[src/rtl/aes_block_assembler.sv]
// Packs 16 received bytes into one 128-bit AES block, first byte in the top lane.
// Define AES_ASM_TIMEOUT_EN to discard partial blocks after TIMEOUT_CYCLES idle cycles.
module aes_block_assembler #(
  parameter int unsigned TIMEOUT_CYCLES = 255
) (
  input  logic         clk,
  input  logic         rst_n,
  input  logic [7:0]   s_data,
  input  logic         s_valid,
  output logic         s_ready,
  output logic [127:0] m_block,
  output logic         m_valid,
  input  logic         m_ready,
  output logic [4:0]   byte_cnt,
  output logic         err_timeout
);

  localparam logic [4:0] CntLast = 5'd15;
  localparam logic [4:0] CntFull = 5'd16;

  if (TIMEOUT_CYCLES < 1 || TIMEOUT_CYCLES > 65535) begin : gen_bad_timeout
    $error("TIMEOUT_CYCLES must be within 1..65535");
  end

  logic [4:0]   cnt_q, cnt_d;
  // Full 128 bits so a 16th byte can park here while the output slot is busy.
  logic [127:0] acc_q, acc_d;
  logic [127:0] m_block_q, m_block_d;
  logic         m_valid_q, m_valid_d;
  logic         accept, slot_free, expire;

  assign s_ready   = rst_n && (cnt_q < CntFull);
  assign accept    = s_valid && s_ready;
  assign slot_free = !m_valid_q || m_ready;

`ifdef AES_ASM_TIMEOUT_EN
  localparam logic [15:0] TimeoutMax = 16'(TIMEOUT_CYCLES);

  logic [15:0] idle_q, idle_d;
  logic        err_q;

  always_comb begin
    idle_d = '0;
    expire = 1'b0;
    if (!accept && cnt_q != '0 && cnt_q != CntFull) begin
      if (idle_q + 16'd1 == TimeoutMax) begin
        expire = 1'b1;
      end else begin
        idle_d = idle_q + 16'd1;
      end
    end
  end

  always_ff @(posedge clk) begin
    if (!rst_n) begin
      idle_q <= '0;
      err_q  <= 1'b0;
    end else begin
      idle_q <= idle_d;
      err_q  <= expire;
    end
  end

  assign err_timeout = err_q;
`else
  assign expire      = 1'b0;
  assign err_timeout = 1'b0;
`endif

  always_comb begin
    cnt_d     = cnt_q;
    acc_d     = acc_q;
    m_block_d = m_block_q;
    m_valid_d = m_valid_q;

    if (m_valid_q && m_ready) begin
      m_valid_d = 1'b0;
    end

    if (accept) begin
      acc_d = {acc_q[119:0], s_data};
      if (cnt_q == CntLast) begin
        if (slot_free) begin
          m_block_d = {acc_q[119:0], s_data};
          m_valid_d = 1'b1;
          cnt_d     = '0;
        end else begin
          cnt_d = CntFull;
        end
      end else begin
        cnt_d = cnt_q + 5'd1;
      end
    end else if (cnt_q == CntFull && slot_free) begin
      m_block_d = acc_q;
      m_valid_d = 1'b1;
      cnt_d     = '0;
    end

    // Expiry only fires on an idle partial block, so it never races a load.
    if (expire) begin
      cnt_d = '0;
      acc_d = '0;
    end
  end

  always_ff @(posedge clk) begin
    if (!rst_n) begin
      cnt_q     <= '0;
      acc_q     <= '0;
      m_block_q <= '0;
      m_valid_q <= 1'b0;
    end else begin
      cnt_q     <= cnt_d;
      acc_q     <= acc_d;
      m_block_q <= m_block_d;
      m_valid_q <= m_valid_d;
    end
  end

  assign m_block  = m_block_q;
  assign m_valid  = m_valid_q;
  assign byte_cnt = cnt_q;

endmodule

[config.mk]
export PLATFORM = sky130hd
export DESIGN_NAME = aes_block_assembler
export DESIGN_NICKNAME = d
export VERILOG_FILES = /design/src/rtl/aes_block_assembler.sv
export SDC_FILE = /design/constraint.sdc
export NUM_CORES = 1
export LEC_CHECK = 0
export CAP_MARGIN = 10
export CORE_AREA = 2 2 205 156
export DETAILED_ROUTE_END_ITERATION = 8
export DIE_AREA = 0 0 207 158
export PLACE_DENSITY = 0.65
export SLEW_MARGIN = 20
export SYNTH_ARGS = -nofsm -noshare
export SYNTH_HDL_FRONTEND = slang
export SYNTH_SLANG_ARGS = --single-unit
[constraint.sdc]
create_clock -name clk -period 3.3 [get_ports clk]
set_clock_uncertainty 0.2 [all_clocks]
set_input_delay 0.66 -clock clk [delete_from_list [all_inputs] [get_ports clk]]
set_output_delay 0.66 -clock clk [all_outputs]
set_load 0.01 [all_outputs]
==> reports/results.ini, run 1 <==
[status]
status=finished clean

[clock_network]
ctsRootBufferMaster=clkbuf_16
cts_buffer_depth=3
numCtsBuffers=26
path_clk_slew_ns=0.06
cts_sinks=262
ctsHtreeMaxLevel=1
cts_tree=done
clk_latency_ns=0.53
post_cts_buffers=0
hold_buffers=0
cts_resized=0

[timing]
rsz0062_at_grt=no
hold_ws_ns=0.2703
relSlewSlack_pct=46.24
slew_violations=0
final-setup-viol-count=0
min_period_ns=2.469
fin_crit_sh_pct=74.82
hold_viol=0
fmax_ghz=0.4050
fin_tns_setup_ns=0
worst_slew_pin_slew_ns=0.8064

[setup_path]
cp.depth=3
worstRegToRegCells=7
critPathMaxStageDelay_ns=0.54
required_ns=2.44
critPathTopFamily=buffers and inverters
path_buf_inv=2
slowest_stage=clkdlybuf4s50_1
cp.arrival_ns=1.61
crit_chain=buf_6, nor2b_1, clkdlybuf4s50_1
worstSetupPathType=input pin to output pin
critPathCaptureType=output pin
critPathMaxFanout=42
crit_path_start_kind=input pin

[finish]
final_cell_area_mm2=0.01325
layout.nets=1142
multiInputGateArea_mm2=0.004853
fin_util_pct=42.99
fill_cells=2944
syn_to_final_growth_pct=24.61
seq_area_mm2=0.005245
drive_above_1_share_pct=15.95
diodes=0

[pwr]
power_density_mw_per_mm2=506.4
leakagePower_uw=0.005225
peakVddDrop_mv=0.3090

[global_route]
grt_use_total_pct=13.97
grt_busiest_layer=met2
met3_usage_pct=4.007
antenna_found_initial=0
grt_start_max_net_pins=105
met1_usage_pct=19.52
grt_pass1_wl_um=37540
grt_pass1_vias=6974
grt_use_met2_pct=21.38
grt-ovfl-total=0

[floorplan]
fp.dieH_um=158
dieArea_mm2=0.03271
core_mm2=0.03083
row_count=56
ios=148
initial_core_util_pct=34.50
die_w_um=207

[synthesis]
yosysUniqueCellTypes=30
ys_warn_count=0
yosysTopAreaCellShare_pct=49.31
synth.largest_area_cell=dfxtp_1
syn_area_per_cell_um2=10.51
ys_seq_area_share_pct=49.31
syn_inst=1012
synthTopCellsByArea=dfxtp_1 (49%), mux2_4 (17%), nand2_1 (9.1%)
syn-cell-area_mm2=0.01064
ys_seq_elements=262
syn-num-nets=1026

[route]
viasPerCell=4.481
dr.pass1.iters=4
finalWirelength_um=23360
vias=6959
ant_nets=0
drc_errors=0
wire_per_inst_um=15.04
first_iter_violations=314

[place]
portBuffers=146
placed_area_mm2=0.01232
hpwl_um=15150
gp_congestion=0.7402

[hold_path]
min_path_cells=2
hold_class=flip-flop to flip-flop

[flow_run]
max_cap_viol_count=0

cell usage after synthesis:
library cell and count:
mux2_1 8, buf_12 11, and4bb_1 1, a21oi_1 2
clkbuf_1 28, nand3_2 1, dfxtp_1 262, and2_1 129
a21boi_0 43, inv_1 4, xnor2_1 1, conb_1 1
o21ai_0 1, nand2_1 258, o21a_1 2, and3_1 2
a21boi_1 86, nand3_4 1, ha_1 2, nand3_1 2
nand2b_1 2, nor2_1 2, nor2b_1 4, mux2_4 120
a31o_1 1, a21o_2 1, buf_6 4, nor3_1 2
buf_2 26, buf_4 5
layout by cell type, fill, tap and decap left out, types with 6 or more instances in the layout:
cell	instances
dfxtp_1	262
nand2_1	258
clkdlybuf4s50_1	145
and2_1	129
mux2_4	120
a21boi_1	86
a21boi_0	43
clkbuf_16	27
buf_12	9
mux2_1	8
buf_4	7
clkbuf_1	6
area by class of cell:
type                    count  area share (%)
flip-flops and latches    262           39.57
multi-input cells         672           36.62
repair buffers            162           12.79
clock buffers              38           5.787
well taps                 406           3.833
clock inverters             9           1.284
inverters                   4          0.1133
per-stage QoR:
step           cells  setup slack (ns)  total power, µW
2_1_floorplan   1012             1.075             3492
3_3_place_gp    1506            0.4218             3556
3_5_place_dp    1506            0.3649             3558
4_1_cts         1553            0.7817             6817
5_1_grt         1553            0.7671             6960
6_report        1553            0.8310             6712
tightest hold or removal path, stage by stage (launching register included):
cell and delay, ns:
dfxtp_1 0.31, nand2_1 0.05, a21boi_1 0.06
kinds of logic after synthesis:
family          Yosys count  synth area share [%]
other cells               1               0.03526
mux                     128                 17.79
simple gates            404                 17.80
fa+ha+maj                 2                0.2352
xor+xnor                  1               0.08236
buf+inv                  78                 5.199
flops                   262                 49.31
compound gates          136                 9.552
worst paths after layout:
kind / slack (ns) / from / end
min reg2reg: 0.27 / acc_q[53] / acc_q[61]
min: 0.27 / acc_q[53] / acc_q[61]
max: 0.83 / rst_n / s_ready
max reg2reg: 0.90 / byte_cnt[0] / m_block[27]
power breakdown:
group	internal [µW]	switching, µW	total [µW]
Clock	2000	1230	3230
Combinational	119	172	291
Sequential	3180	11.2	3190
sequential cells by signal, summed over array words and instances, names as in the netlist:
signal	count
byte_cnt	5
m_block	128
m_valid	1
acc_q	128
layer usage:
metal  routed length (µm)  vias up
met5                    0        -
met1                11790     3291
li1                     -     3524
met2                 9940      110
met4                  395        0
met3                 1239       34
Power figures use the tool's default switching activity.
==> inputs of run 2 (changes only) <==
Clock period 3.3 ns to 2.5 ns, I/O delays scaled along.
==> reports/results.ini, run 2 (synthesis results as in run 1) <==
[route]
viasPerCell=4.462
wire_per_inst_um=14.83
dr.pass1.iters=6
drc_errors=0
vias=7050
finalWirelength_um=23430
ant_nets=0
first_iter_violations=358

[setup_path]
r2r_slack_ns=0.28
critPathMaxFanout=5
critPathTopFamily=buffers and inverters
critPathCaptureType=output pin
worstRegToRegCells=7
r2r_end=m_block[38]
required_ns=1.80
critPathMaxStageDelay_ns=0.64
slowest_stage=clkdlybuf4s50_1
cp.arrival_ns=1.60
r2r_start=byte_cnt[0]
crit_chain=clkdlybuf4s50_1
path_buf_inv=1
crit_path_start_kind=flip-flop
worstSetupPathType=flip-flop to output pin

[floorplan]
core_mm2=0.03083
dieArea_mm2=0.03271
row_count=56
die_w_um=207
initial_core_util_pct=34.50
ios=148
fp.dieH_um=158

[hold_path]
hp-start=rst_n
min_path_cells=2
hold_class=input pin to flip-flop
min_to=byte_cnt[1]

[clock_network]
cts_resized=0
numCtsBuffers=27
ctsHtreeMaxLevel=1
cts_buffer_depth=3
ctsRootBufferMaster=clkbuf_16
hold_buffers=0
cts_sinks=262
path_clk_slew_ns=0.06
cts_tree=done
clk_latency_ns=0.53
post_cts_buffers=0

[timing]
hold_viol=0
final-setup-viol-count=0
min_period_ns=2.297
fin_crit_sh_pct=91.88
fin_tns_setup_ns=0
worst_slew_pin_slew_ns=0.5062
slew_violations=0
fmax_ghz=0.4354
relSlewSlack_pct=66.25
rsz0062_at_grt=no

[finish]
seq_area_mm2=0.005245
syn_to_final_growth_pct=27.81
fin_util_pct=44.10
final_cell_mix=dfxtp_1 (262), nand2_1 (258), clkdlybuf4s50_1 (145)
layout.nets=1167
layout_commonest_cell=dfxtp_1
multiInputGateArea_mm2=0.004853
drive_above_1_share_pct=17.82
final_cell_area_mm2=0.01359
fill_cells=2917

[global_route]
grt_pass1_vias=6977
grt-ovfl-total=0
antenna_found_initial=0
grt_pass1_wl_um=37580
grt_use_total_pct=14.05
grt_start_max_net_pins=135

[flow_run]
max_cap_viol_count=0

[pwr]
total_power_uw=8991
power_density_mw_per_mm2=661.4
leakagePower_uw=0.005400
peakVddDrop_mv=0.3920

[place]
hpwl_um=15680
placed_area_mm2=0.01263
portBuffers=146
gp_congestion=0.7482

[status]
status=finished clean

-- run 2: cell types whose count changed in the layout (fill, tap and decap cells not counted) --
cell	previous run	this run
buf_4	7	20
diode_2	0	1
clkinv_2	4	3
buf_12	9	20
clkinv_4	0	2
clkinvlp_4	0	1
-- run 2: metal layers --
metal | vias to the layer above | wire, µm | global-route usage (%)
met5 | - | 0 | 0
met4 | 0 | 442 | 2.925
met3 | 39 | 1158 | 3.650
met2 | 111 | 9962 | 21.30
met1 | 3318 | 11860 | 20.05
li1 | 3582 | - | -
-- run 2: per-stage QoR --
stage / worst slack [ns] / std cells / hold slack, ns
after floorplan: 0.4272 / 1012 / 0.2461
after global placement: 0.06772 / 1530 / 0.2597
after detailed placement: 0.06134 / 1530 / 0.2612
after CTS: 0.1337 / 1579 / 0.01777
after global routing: 0.1271 / 1579 / 0.01802
final: 0.2031 / 1580 / 0.03745
-- run 2: layout make-up --
class	count	area share, %
Inverter	4	0.1104
Antenna cell	1	0.01841
Multi-Input combinational cell	672	35.70
Clock buffer	38	5.642
Tap cell	406	3.737
Clock inverter	11	1.399
Timing Repair Buffer	186	14.81
Sequential cell	262	38.58
-- run 2: where the power goes --
group | internal (µW) | total (µW) | switching (µW)
sequential | 4200 | 4210 | 14.8
combinational | 198 | 429 | 231
clock | 2650 | 4350 | 1700
-- run 2: worst max-delay path by stage --
stage / startpoint / end / slack [ns] / cells after the start
finish: byte_cnt[1] / byte_cnt[1] / 0.20 / 1
CTS: byte_cnt[1] / byte_cnt[1] / 0.13 / 1
floorplan: byte_cnt[0] / m_block[100] / 0.43 / 8
global placement: s_valid / m_block[35] / 0.07 / 6
detailed placement: s_valid / m_block[52] / 0.06 / 6
global route: byte_cnt[4] / s_ready / 0.13 / 2
